### src/rtl/mem_port_arbiter.sv
// Arbitrates one single-ported, variable-latency memory between instruction fetch and data ports.
// Define MEM_ARB_FAIR_EN to add the fetch-fairness burst counter (strict data priority otherwise).
module mem_port_arbiter #(
   parameter int unsigned MAX_D_BURST    = 4,
   parameter int unsigned TIMEOUT_CYCLES = 255
) (
   input  logic        clk,
   input  logic        rst,
   input  logic        if_req,
   input  logic [31:0] if_addr,
   output logic [31:0] if_rdata,
   output logic        if_stall,
   input  logic        d_read,
   input  logic        d_write,
   input  logic [31:0] d_addr,
   input  logic [31:0] d_wdata,
   output logic [31:0] d_rdata,
   output logic        d_stall,
   output logic        mem_req,
   output logic        mem_we,
   output logic [31:0] mem_addr,
   output logic [31:0] mem_wdata,
   input  logic [31:0] mem_rdata,
   input  logic        mem_ack,
   output logic        timeout
);
   localparam int unsigned WD_W    = 8;
   localparam int unsigned BURST_W = 4;
   localparam logic [WD_W-1:0] WD_LAST = WD_W'(TIMEOUT_CYCLES - 1);

   if (MAX_D_BURST < 1 || MAX_D_BURST > 15) begin : g_bad_burst
      $error("MAX_D_BURST must be in 1..15");
   end
   if (TIMEOUT_CYCLES < 1 || TIMEOUT_CYCLES > 255) begin : g_bad_timeout
      $error("TIMEOUT_CYCLES must be in 1..255");
   end

   typedef enum logic [1:0] {IDLE, IF_BUSY, D_BUSY} state_t;

   state_t          state;
   logic [WD_W-1:0] wd_cnt;

   logic d_pend;
   logic busy;
   logic expire;
   logic if_done;
   logic d_done;
   logic fair_force;
   logic grant_d;
   logic grant_if;

   assign d_pend   = d_read | d_write;
   assign busy     = (state != IDLE);
   // Watchdog fires on the last allowed busy cycle so the stall releases in that same cycle.
   assign expire   = busy && !mem_ack && (wd_cnt == WD_LAST);
   assign if_done  = (state == IF_BUSY) && (mem_ack || expire);
   assign d_done   = (state == D_BUSY) && (mem_ack || expire);
   assign grant_d  = (state == IDLE) && d_pend && !fair_force;
   assign grant_if = (state == IDLE) && if_req && (!d_pend || fair_force);

   assign if_stall = if_req && !if_done;
   assign d_stall  = d_pend && !d_done;
   assign if_rdata = expire ? 32'h0 : mem_rdata;
   assign d_rdata  = expire ? 32'h0 : mem_rdata;

`ifdef MEM_ARB_FAIR_EN
   logic [BURST_W-1:0] burst_cnt;

   // Counts data grants taken while a fetch waits; a full burst forces one fetch grant.
   always_ff @(posedge clk or posedge rst) begin
      if (rst) begin
         burst_cnt <= '0;
      end else if (grant_if) begin
         burst_cnt <= '0;
      end else if (grant_d && if_req) begin
         burst_cnt <= burst_cnt + BURST_W'(1);
      end
   end

   assign fair_force = if_req && (burst_cnt == BURST_W'(MAX_D_BURST));
`else
   assign fair_force = 1'b0;
`endif

   always_ff @(posedge clk or posedge rst) begin
      if (rst) begin
         state     <= IDLE;
         mem_req   <= 1'b0;
         mem_we    <= 1'b0;
         mem_addr  <= '0;
         mem_wdata <= '0;
         timeout   <= 1'b0;
         wd_cnt    <= '0;
      end else begin
         timeout <= 1'b0;
         unique case (state)
            IDLE: begin
               if (grant_d) begin
                  state     <= D_BUSY;
                  mem_req   <= 1'b1;
                  mem_we    <= d_write;
                  mem_addr  <= d_addr;
                  mem_wdata <= d_wdata;
                  wd_cnt    <= '0;
               end else if (grant_if) begin
                  state    <= IF_BUSY;
                  mem_req  <= 1'b1;
                  mem_we   <= 1'b0;
                  mem_addr <= if_addr;
                  wd_cnt   <= '0;
               end
            end
            IF_BUSY, D_BUSY: begin
               if (mem_ack || expire) begin
                  state   <= IDLE;
                  mem_req <= 1'b0;
                  mem_we  <= 1'b0;
                  timeout <= expire;
               end else begin
                  wd_cnt <= wd_cnt + WD_W'(1);
               end
            end
            default: state <= IDLE;
         endcase
      end
   end
endmodule

### config.mk
export PLATFORM = sky130hd
export DESIGN_NAME = mem_port_arbiter
export DESIGN_NICKNAME = d
export VERILOG_FILES = /design/src/rtl/mem_port_arbiter.sv
export SDC_FILE = /design/constraint.sdc
export NUM_CORES = 1
export LEC_CHECK = 0
export CORE_MARGIN = 2
export CORE_UTILIZATION = 38
export CTS_CLUSTER_DIAMETER = 150
export DETAILED_ROUTE_END_ITERATION = 8
export GPL_TIMING_DRIVEN = 0
export PLACE_DENSITY = 0.86
export SYNTH_ARGS = -nofsm -noshare
export SYNTH_HDL_FRONTEND = slang
export SYNTH_SLANG_ARGS = --single-unit
### constraint.sdc
create_clock -name clk -period 4.63 [get_ports clk]
set_clock_uncertainty 0.1 [all_clocks]
set_input_delay 0.463 -clock clk [delete_from_list [all_inputs] [get_ports clk]]
set_output_delay 0.463 -clock clk [all_outputs]
set_load 0.03 [all_outputs]
==> impl_summary.txt, run 1 <==
----------------------------------------------------
[Clocking]
  Root Buffer Master ... sky130_fd_sc_hd__clkbuf_8
  Number of buffers added for setup after CTS ... 0
  PostCTS Resize Cnt ... 0
  CTS tree ... built
  Clock Tree Buf Depth ... 2
  Number of clock sinks ... 77
  Clock H-tree levels ... 3
  Hold_buf cts ... 0
  Number of clock buffers inserted by TritonCTS ... 9
  Clock-pin transition on the worst setup and hold timing paths ... 0.09 ns
  Clock insertion delay at the later pin of the skew report ... 0.35 ns

[Worst setup path]
  Cell type group with the largest total delay on the critical path ... buffers and inverters
  Cell count of the worst reg-to-reg path ... 6
  Critical R2R Capture ... wd_cnt[5]$_DFFE_PP0P_
  Buffers & Inverters on Critical Path ... 4
  Startpoint types ... register
  Critical path type ... register to primary output
  Reg2Reg Setup Slack ... 2.23 ns
  Largest fanout on the critical path ... 10
  Library cell contributing the largest single delay on the critical path ... sky130_fd_sc_hd__clkdlybuf4s50_1
  Arr. time, crit path ... 3.26 ns
  Delay of the slowest cell on the worst path ... 0.58 ns
  Reg2Reg Launch Point ... state[0]$_DFFE_PP0P_
  Cells traversed along the worst timing path ... inv_1 -> ha_1 -> nand3b_1 -> nor3_1 -> clkbuf_1 -> and2b_1 -> buf_4 -> clkdlybuf4s50_1
  Data required time of the critical path ... 4.07 ns
  Critical path endpoint category ... primary output

[Layout]
  Growth of design area from synthesis to finish ... 80.1%
  Area used by multi-input combinational logic ... 1520 sq um
  Sequential cell area ... 1930 sq um
  Antenna Diode Count ... 0
  Nets ... 780
  Fraction of final layout cells sized beyond drive strength 1 ... 0.138
  Number of inserted filler cells in the final layout ... 734

[Global routing]
  Met1 Use GR ... 0.262
  Via count of the first global-routing pass ... 3902
  Maximum number of pins on one net before global-route repair ... 53
  Gr usage total ... 0.242
  Overall overflow remaining after global route ... 0
  Most congested layer reported by global routing ... met2
  Met2 demand-to-capacity share in global routing ... 0.431
  Number of antenna violations at the first check in global routing ... 0
  Global routing met3 resource utilization ... 0.0915
  Wire length of the first global-routing pass ... 20800 um

[Synth]
  Adder-cell share of the synthesized area ... 0.0164
  Post-synth design cell area ... 3820 sq um
  Total of warnings raised by yosys ... 0
  Number of synthesized register bits ... 77
  Biggest area consumer among synthesized cells ... sky130_fd_sc_hd__dfrtp_1
  Largest family of logic cells by synthesized area ... compound AO/OA/AOI/OAI gates
  Number of distinct standard cells referenced by the synthesized netlist ... 39
  Most common flop cell mapped by yosys ... sky130_fd_sc_hd__dfrtp_1
  Cell types with the largest area share after synthesis ... sky130_fd_sc_hd__dfrtp_1 (50%), sky130_fd_sc_hd__mux2_2 (9.4%), sky130_fd_sc_hd__buf_4 (6.3%), sky130_fd_sc_hd__o22ai_1 (5.2%), sky130_fd_sc_hd__a21oi_1 (4.8%)
  Proportion of synthesized area in mux cells ... 0.0943
  Proportion of register bits with asynchronous set or reset after synthesis ... 1.00
  Post-synth top area share ... 0.504
  Xor and xnor fraction of the mapped netlist area ... 0
  Area fraction in compound gates after synthesis ... 0.155
  Post-Syn Nets ... 502
  Number of synthesized flops with an enable pin ... 0
  Synthesized netlist cell count ... 363
  Sequential element share of the synthesized area ... 0.504
  Most frequent cell after synthesis ... sky130_fd_sc_hd__dfrtp_1
  Ranking of synthesized cells by instance count ... sky130_fd_sc_hd__dfrtp_1 (77), sky130_fd_sc_hd__a21oi_1 (37), sky130_fd_sc_hd__nor2_1 (35)
  Synthesized area per cell ... 10.5 sq um
  Post-Synth Simple-Gate Area ... 0.131

[STA]
  Actual slew at the worst max-slew pin ... 0.652 ns
  Final period util ... 0.825
  Rel. slew slack ... 0.563
  Final number of max-transition violations ... 0
  Final setup violation count ... 0
  RSZ-0062 raised after global routing ... false
  Number of hold violations in the final report ... 0
  Final TNS setup ... 0 ns
  Min Clock Period, post-route ... 3.82 ns
  F_max ... 262 MHz

[Power]
  Pleak ... 0.00279 uW
  Power Dens Cells ... 588 nW/um^2
  VDD IR max ... 0.000459 V
  Pwr Total ... 4040 uW

[Drt]
  Number of DRC violations after detailed-routing iteration 0 ... 225
  First drt pass iteration count ... 4
  Remaining antenna violation count after routing ... 0
  Drt total wl ... 13200 um
  Avg Vias per Cell ... 4.94
  Via count ... 3847
  Post-DR wirelength/cell ... 17.0 um
  DRC viols ... 0

[Floorplan]
  Site row count ... 36
  Die Wd ... 104 um
  Core area ... 9770 sq um
  Effective utilization at floorplan ... 0.391
  Number of placed I/O pins ... 267
  Height of the die ... 104 um
  Die area ... 10900 sq um

[Placed design]
  Count of buffers inserted at the top-level ports ... 266
  Final weighted congestion of routability-driven global placement ... 0.908
  Half-perimeter wire length after detailed placement ... 10800 um

[Status]
  Result of the run ... finished clean

[Worst hold path]
  Path category of the worst min-delay check ... input pin to async pin

[Run]
  Max-capacitance violation count ... 0

----------------------------------------------------
==> through the flow <==
stage / worst slack [ns] / instances / hold slack, ns / utilization / instance area (sq um)
2_1_floorplan: 2.07 / 363 / 0.366 / - / 3820
3_3_place_gp: 0.935 / 762 / 0.387 / 0.680 / 6650
3_5_place_dp: 1.05 / 763 / 0.395 / 0.683 / 6680
4_1_cts: 0.796 / 779 / 0.325 / 0.704 / 6880
5_1_grt: 0.493 / 779 / 0.338 / 0.704 / 6880
6_report: 0.811 / 779 / 0.328 / 0.704 / 6880
==> where the power goes <==
part           internal, uW  total, uW  switching, uW
Sequential              980       1150            169
Clock                   265        517            252
Combinational          1040       2380           1330
==> logic make-up after synthesis <==
| kind of cell | Yosys count |
|---|---|
| fa+ha+maj | 5 |
| simple gates | 91 |
| buf+inv | 60 |
| flops | 77 |
| compound gates | 98 |
| mux | 32 |
==> final cells by class <==
cell class	count	area share
repair buffers	267	0.391
flip-flops and latches	77	0.280
well taps	133	0.0242
multi-input cells	226	0.221
clock buffers	11	0.0205
plain buffers	54	0.0515
clock inverters	5	0.00855
inverters	6	0.00364
==> registers in the layout, summed over array words and instances (netlist names) <==
register	cells
timeout	1
mem_addr	32
mem_we	1
wd_cnt	8
state	2
mem_wdata	32
mem_req	1
==> worst reg2reg max path: stages, from the launching register on <==
cell,delay (ns)
sky130_fd_sc_hd__dfrtp_1,0.39
sky130_fd_sc_hd__inv_1,0.07
sky130_fd_sc_hd__ha_1,0.27
sky130_fd_sc_hd__clkbuf_1,0.32
sky130_fd_sc_hd__inv_1,0.23
sky130_fd_sc_hd__or4_1,0.63
sky130_fd_sc_hd__o31ai_1,0.28
==> placed cells by master, fill, tap and decap left out, drive strengths merged, types with 2 or more instances in the layout <==
master	instances
nand3	2
and2b	22
inv	7
clkdlybuf4s50	266
mux2	32
buf	41
ha	5
or2	2
o21ai	8
o31ai	11
a31oi	2
clkbuf	25
o21a	2
clkinvlp	2
nand2	5
dfrtp	77
and2	2
a21oi	37
nand2b	3
nor2	35
nor2b	12
o22ai	32
==> how the worst max path moves through the flow <==
stage	startpoint	endpoint	cells past startpoint
2_1_floorplan	state[0]$_DFFE_PP0P_	if_rdata[11]	7
3_3_place_gp	rst	mem_addr[21]$_DFFE_PP0P_	2
3_5_place_dp	mem_ack	if_rdata[11]	7
4_1_cts	state[0]$_DFFE_PP0P_	if_rdata[26]	8
5_1_grt	state[0]$_DFFE_PP0P_	if_rdata[26]	8
6_report	state[0]$_DFFE_PP0P_	if_rdata[25]	8
==> routing by layer <==
layer	up-vias	wire, um
met3	29	1130
li1	1809	-
met1	1805	4850
met4	0	413
met2	204	6830
met5	-	0
Note: power is estimated with default switching activity, not from simulation.
==> inputs of run 2 (changes only) <==
- CORE_UTILIZATION: 38 -> 35
- PLACE_DENSITY: 0.86 -> 0.8
- clock period: 4.63 -> 3.59 ns (I/O delays scaled with it)
==> impl_summary.txt, run 2 (synthesis results as in run 1) <==
----------------------------------------------------
[Status]
  Result of the run ... finished clean (unchanged)

[Layout]
  Most common cell after layout, fill and taps aside ... sky130_fd_sc_hd__clkdlybuf4s50_1 (unchanged)
  Nets ... 780 (unchanged)
  Number of standard cells in the layout, taps in and fillers out ... 786 (was 779)
  Leading cell types in the layout, fill and taps excluded ... sky130_fd_sc_hd__clkdlybuf4s50_1 (266), sky130_fd_sc_hd__dfrtp_1 (77), sky130_fd_sc_hd__a21oi_1 (37) (unchanged)
  Fraction of final layout cells sized beyond drive strength 1 ... 0.144 (was 0.138)
  Growth of design area from synthesis to finish ... 80.7% (was 80.1%)
  Biggest regs ... mem_addr x32, mem_wdata x32, wd_cnt x8 (unchanged)
  Antenna Diode Count ... 0 (unchanged)

[Power]
  Power Dens Cells ... 753 nW/um^2 (was 588 nW/um^2)
  Reported net switching power ... 2260 uW (was 1750 uW)
  Combinational Power Share ... 0.586 (was 0.588)
  Design internal power ... 2940 uW (was 2290 uW)
  Share of power burned in registers ... 0.285 (was 0.284)
  Switching part of the total ... 0.435 (was 0.434)
  VDD IR max ... 0.000496 V (was 0.000459 V)
  Clock power frac ... 0.129 (was 0.128)
  Pwr Total ... 5200 uW (was 4040 uW)
  Pleak ... 0.00282 uW (was 0.00279 uW)

[Worst hold path]
  Path category of the worst min-delay check ... input pin to async pin (unchanged)

[Worst setup path]
  Critical path type ... register to primary output (unchanged)
  Largest fanout on the critical path ... 10 (unchanged)
  Critical path endpoint category ... primary output (unchanged)
  Arr. time, crit path ... 2.92 ns (was 3.26 ns)
  Data required time of the critical path ... 3.13 ns (was 4.07 ns)
  Startpoint types ... register (unchanged)
  Source of the critical timing path ... state[0]$_DFFE_PP0P_ (unchanged)
  Reg2Reg Launch Point ... state[0]$_DFFE_PP0P_ (unchanged)

[Floorplan]
  Core area ... 10700 sq um (was 9770 sq um)
  Effective utilization at floorplan ... 0.356 (was 0.391)
  Number of placed I/O pins ... 267 (unchanged)
  Die area ... 11800 sq um (was 10900 sq um)
  Height of the die ... 108 um (was 104 um)
  Die Wd ... 108 um (was 104 um)
  Site row count ... 38 (was 36)

[Global routing]
  Maximum number of pins on one net before global-route repair ... 71 (was 53)
  Gr usage total ... 0.223 (was 0.242)
  Via count of the first global-routing pass ... 3979 (was 3902)
  Number of antenna violations at the first check in global routing ... 0 (unchanged)
  Overall overflow remaining after global route ... 0 (unchanged)
  Wire length of the first global-routing pass ... 20000 um (was 20800 um)

[Placed design]
  Final weighted congestion of routability-driven global placement ... 0.887 (was 0.908)
  Count of buffers inserted at the top-level ports ... 266 (unchanged)
  Placement Setup Slack ... 0.250 ns (was 1.05 ns)
  Half-perimeter wire length after detailed placement ... 10600 um (was 10800 um)
  Placed cells ... 770 (was 763)

[STA]
  PnR worst setup slack ... 0.211 ns (was 0.811 ns)
  Final number of max-transition violations ... 0 (unchanged)
  RSZ-0062 raised after global routing ... false (unchanged)
  Number of hold violations in the final report ... 0 (unchanged)
  Min Clock Period, post-route ... 3.38 ns
  Rel. slew slack ... 0.564 (was 0.563)
  Final period util ... 0.941
  F_max ... 296 MHz
  Actual slew at the worst max-slew pin ... 0.650 ns (was 0.652 ns)
  Final setup violation count ... 0 (unchanged)
  Worst hold slack ... 0.136 ns (was 0.328 ns)

[Drt]
  Post-DR wirelength/cell ... 16.7 um (was 17.0 um)
  Avg Vias per Cell ... 4.87 (was 4.94)
  Drt total wl ... 13100 um (was 13200 um)
  Via count ... 3830 (was 3847)
  DRC viols ... 0 (unchanged)
  Number of DRC violations after detailed-routing iteration 0 ... 158 (was 225)
  Remaining antenna violation count after routing ... 0 (unchanged)
  First drt pass iteration count ... 4 (unchanged)

[Clocking]
  Number of buffers added for setup after CTS ... 0 (unchanged)
  Clock H-tree levels ... 3 (unchanged)
  Number of clock buffers inserted by TritonCTS ... 9 (unchanged)
  Hold_buf cts ... 0 (unchanged)
  Root Buffer Master ... sky130_fd_sc_hd__clkbuf_8 (unchanged)
  Number of clock sinks ... 77 (unchanged)
  CTS tree ... built (unchanged)
  Clock insertion delay at the later pin of the skew report ... 0.35 ns (about the same)
  Clock Tree Buf Depth ... 2 (unchanged)
  Clock-pin transition on the worst setup and hold timing paths ... 0.09 ns (about the same)

[Run]
  Max-capacitance violation count ... 0 (unchanged)

----------------------------------------------------
run 2: cell types whose count changed in the layout (fill, tap and decap cells not counted), sizes merged:
cell,change
clkbuf,-1
clkinv,+2
clkinvlp,-1
run 2: what timing repair did:
| item | CTS | global route |
|---|---|---|
| gates resized for setup | 1 | 7 |
| gates cloned | 0 | 0 |
| setup endpoints to repair | 21 | 36 |
| pin swaps | 0 | 0 |
run 2: critical path, cell delays in order, from the launching register on:
cell and delay, ns:
sky130_fd_sc_hd__dfrtp_1 0.38, sky130_fd_sc_hd__inv_1 0.07, sky130_fd_sc_hd__ha_1 0.25, sky130_fd_sc_hd__nand3b_1 0.34, sky130_fd_sc_hd__nor3_4 0.32, sky130_fd_sc_hd__clkbuf_2 0.25, sky130_fd_sc_hd__and2b_1 0.23, sky130_fd_sc_hd__buf_4 0.13
sky130_fd_sc_hd__clkdlybuf4s50_1 0.59
run 2: power by group through the flow:
stage	sequential [uW]	clock [uW]	combinational, uW
after CTS	1480	686	3080
after global routing	1530	717	3240
final	1480	671	3050
after global placement	1470	0	3000
after floorplan	2210	0	1050
after detailed placement	1490	0	3060
run 2: path summary, 6_finish.rpt:
check                                                  to  slack, ns  depth (start not counted)
worst max-delay path                          if_rdata[4]       0.21                          8
worst min-delay path             mem_wdata[1]$_DFFE_PP0P_       0.14                          2
worst max register to register      wd_cnt[5]$_DFFE_PP0P_       1.27                          6
worst min register to register  mem_wdata[27]$_DFFE_PP0P_       0.41                          1
max in group asynchronous               timeout$_DFF_PP0_       2.70                          3
min in group clk                mem_wdata[27]$_DFFE_PP0P_       0.41                          1
run 2: layout make-up:
cell class              instances  area, sq um
clock inverters                 6         72.6
clock buffers                  10          128
fillers                       845         3840
well taps                     140          175
repair buffers                267         2690
flip-flops and latches         77         1930
multi-input cells             226         1530
inverters                       6         25.0
plain buffers                  54          358
run 2: layer usage:
layer  share of wire  track usage  vias to the layer above
li1                -            -                     1804
met5               0            0                        -
met3           0.099       0.0741                       28
met4           0.038        0.111                        0
met2            0.52        0.402                      190
met1            0.34        0.230                     1808
run 2: stage by stage:
step                      TNS (ns)   util  cell area [sq um]
after floorplan                  0      -               3820
after global placement       -2.16  0.620               6660
after detailed placement         0  0.622               6690
after CTS                        0  0.642               6890
after global routing             0  0.643               6900
final                            0  0.643               6900
==> inputs of run 3 (changes only) <==
- CELL_PAD_IN_SITES_DETAIL_PLACEMENT: default -> 1
- CELL_PAD_IN_SITES_GLOBAL_PLACEMENT: default -> 1
- CORE_UTILIZATION: 35 -> 25
- PLACE_DENSITY: 0.8 -> default
- PLACE_DENSITY_LB_ADDON: default -> 0.1
==> impl_summary.txt, run 3 (synthesis results as in run 1) <==
----------------------------------------------------
[Status]
  Result of the run ... finished clean (unchanged)

[STA]
  Rel. slew slack ... 0.520 (was 0.564)
  Worst hold slack ... 0.276 ns (was 0.136 ns)
  Actual slew at the worst max-slew pin ... 0.716 ns (was 0.650 ns)
  RSZ-0062 raised after global routing ... false (unchanged)
  Final setup violation count ... 0 (unchanged)
  Min Clock Period, post-route ... 3.39 ns (was 3.38 ns)
  Final number of max-transition violations ... 0 (unchanged)
  Number of hold violations in the final report ... 0 (unchanged)
  F_max ... 295 MHz (was 296 MHz)
  Final period util ... 0.944 (was 0.941)
  Final TNS setup ... 0 ns (unchanged)

[Layout]
  Biggest regs ... mem_addr x32, mem_wdata x32, wd_cnt x8 (unchanged)
  Most common cell after layout, fill and taps aside ... sky130_fd_sc_hd__clkdlybuf4s50_1 (unchanged)
  Nets ... 780 (unchanged)
  Growth of design area from synthesis to finish ... 85.6% (was 80.7%)
  Leading cell types in the layout, fill and taps excluded ... sky130_fd_sc_hd__clkdlybuf4s50_1 (266), sky130_fd_sc_hd__dfrtp_1 (77), sky130_fd_sc_hd__a21oi_1 (37) (unchanged)
  Number of inserted filler cells in the final layout ... 1680 (was 845)
  Final core utilization ... 0.470 (was 0.643)
  Antenna Diode Count ... 0 (unchanged)
  Number of standard cells in the layout, taps in and fillers out ... 834 (was 786)
  Fraction of final layout cells sized beyond drive strength 1 ... 0.142 (was 0.144)

[Placed design]
  Placed cells ... 818 (was 770)
  Count of buffers inserted at the top-level ports ... 266 (unchanged)
  Half-perimeter wire length after detailed placement ... 11300 um (was 10600 um)
  Final weighted congestion of routability-driven global placement ... 0.773 (was 0.887)

[Floorplan]
  Effective utilization at floorplan ... 0.253 (was 0.356)
  Core area ... 15100 sq um (was 10700 sq um)
  Die area ... 16300 sq um (was 11800 sq um)
  Number of placed I/O pins ... 267 (unchanged)
  Height of the die ... 128 um (was 108 um)
  Die Wd ... 128 um (was 108 um)
  Site row count ... 45 (was 38)

[Clocking]
  Root Buffer Master ... sky130_fd_sc_hd__clkbuf_16 (was sky130_fd_sc_hd__clkbuf_8)
  Number of clock sinks ... 77 (unchanged)
  Number of clock buffers inserted by TritonCTS ... 9 (unchanged)
  Clock insertion delay at the later pin of the skew report ... 0.34 ns (was 0.35 ns)
  CTS tree ... built (unchanged)
  Clock Tree Buf Depth ... 2 (unchanged)
  Clock-pin transition on the worst setup and hold timing paths ... 0.06 ns (was 0.09 ns)
  Clock H-tree levels ... 3 (unchanged)
  Hold_buf cts ... 0 (unchanged)

[Drt]
  Drt total wl ... 14300 um (was 13100 um)
  Number of DRC violations after detailed-routing iteration 0 ... 126 (was 158)
  Remaining antenna violation count after routing ... 0 (unchanged)
  First drt pass iteration count ... 4 (unchanged)
  Via count ... 3833 (was 3830)
  Avg Vias per Cell ... 4.60 (was 4.87)
  DRC viols ... 0 (unchanged)
  Post-DR wirelength/cell ... 17.1 um (was 16.7 um)

[Run]
  Max-capacitance violation count ... 0 (unchanged)

[Power]
  VDD IR max ... 0.000391 V (was 0.000496 V)
  Power Dens Cells ... 782 nW/um^2 (was 753 nW/um^2)
  Pwr Total ... 5550 uW (was 5200 uW)
  Pleak ... 0.00288 uW (was 0.00282 uW)

[Worst setup path]
  Critical path endpoint category ... primary output (unchanged)
  Largest fanout on the critical path ... 10 (unchanged)
  Arr. time, crit path ... 2.93 ns (was 2.92 ns)
  Cell count of the worst reg-to-reg path ... 6 (unchanged)
  Startpoint types ... register (unchanged)
  Critical path type ... register to primary output (unchanged)
  Data required time of the critical path ... 3.13 ns (about the same)

[Global routing]
  Wire length of the first global-routing pass ... 22300 um (was 20000 um)
  Via count of the first global-routing pass ... 4133 (was 3979)
  Gr usage total ... 0.175 (was 0.223)
  Number of antenna violations at the first check in global routing ... 0 (unchanged)
  Overall overflow remaining after global route ... 0 (unchanged)
  Maximum number of pins on one net before global-route repair ... 48 (was 71)

[Worst hold path]
  Path category of the worst min-delay check ... input pin to async pin (unchanged)

----------------------------------------------------
## run 3: cell count changes in the layout (fill, tap and decap cells not counted)
cell	change
sky130_fd_sc_hd__inv_6	-1
sky130_fd_sc_hd__clkbuf_8	-7
sky130_fd_sc_hd__clkinv_4	-3
sky130_fd_sc_hd__clkbuf_1	+1
sky130_fd_sc_hd__bufinv_16	+1
sky130_fd_sc_hd__clkbuf_16	+9
## run 3: layout make-up
cell class              instances  area (sq um)  area share
repair buffers                267          2690       0.379
plain buffers                  54           358      0.0505
inverters                       6          25.0     0.00353
flip-flops and latches         77          1930       0.272
clock buffers                  13           260      0.0367
multi-input cells             226          1530       0.216
clock inverters                 3          67.6     0.00953
well taps                     188           235      0.0332
## run 3: worst max-delay path, cell delays in order (launching register included)
cell and delay, ns:
sky130_fd_sc_hd__dfrtp_1 0.38, sky130_fd_sc_hd__inv_1 0.07, sky130_fd_sc_hd__ha_1 0.25, sky130_fd_sc_hd__nand3b_1 0.33
sky130_fd_sc_hd__nor3_4 0.30, sky130_fd_sc_hd__clkbuf_2 0.28, sky130_fd_sc_hd__and2b_1 0.25, sky130_fd_sc_hd__buf_4 0.14
sky130_fd_sc_hd__clkdlybuf4s50_1 0.59
## run 3: where the power goes
part | switching (uW) | internal, uW | leakage [uW] | total, uW
registers | 211 | 1270 | 0.000897 | 1480
clock network | 351 | 647 | 0.000156 | 998
logic | 1730 | 1340 | 0.00183 | 3070
total | 2290 | 3260 | 0.00288 | 5550
## run 3: timing repair
item,CTS,global route
pin swaps,0,1
endpoints found under the setup margin,54,25
resized for setup,3,4
setup buffers,0,0
## run 3: metal layers
layer	vias to the layer above	track usage	wire, um
li1	1801	-	-
met1	1850	0.195	5520
met2	168	0.308	7140
met3	14	0.0729	1440
met4	0	0.0452	170
met5	-	0	0
## run 3: final timing paths
check / from / to / slack, ns
setup reg to reg: state[0]$_DFFE_PP0P_ / wd_cnt[6]$_DFFE_PP0P_ / 1.22
min in group clk: mem_wdata[30]$_DFFE_PP0P_ / mem_wdata[30]$_DFFE_PP0P_ / 0.40
hold reg to reg: mem_wdata[30]$_DFFE_PP0P_ / mem_wdata[30]$_DFFE_PP0P_ / 0.40
setup / recovery: state[0]$_DFFE_PP0P_ / if_rdata[14] / 0.20
hold / removal: rst / mem_wdata[22]$_DFFE_PP0P_ / 0.28
max in group asynchronous: rst / mem_addr[11]$_DFFE_PP0P_ / 2.55
## run 3: per-stage QoR
step | setup WS, ns | area, sq um
final | 0.201 | 7090
after global routing | 0.00498 | 7090
after CTS | 0.0379 | 7090
after detailed placement | 0.0360 | 6750
after global placement | -0.261 | 6720
after floorplan | 1.13 | 3820
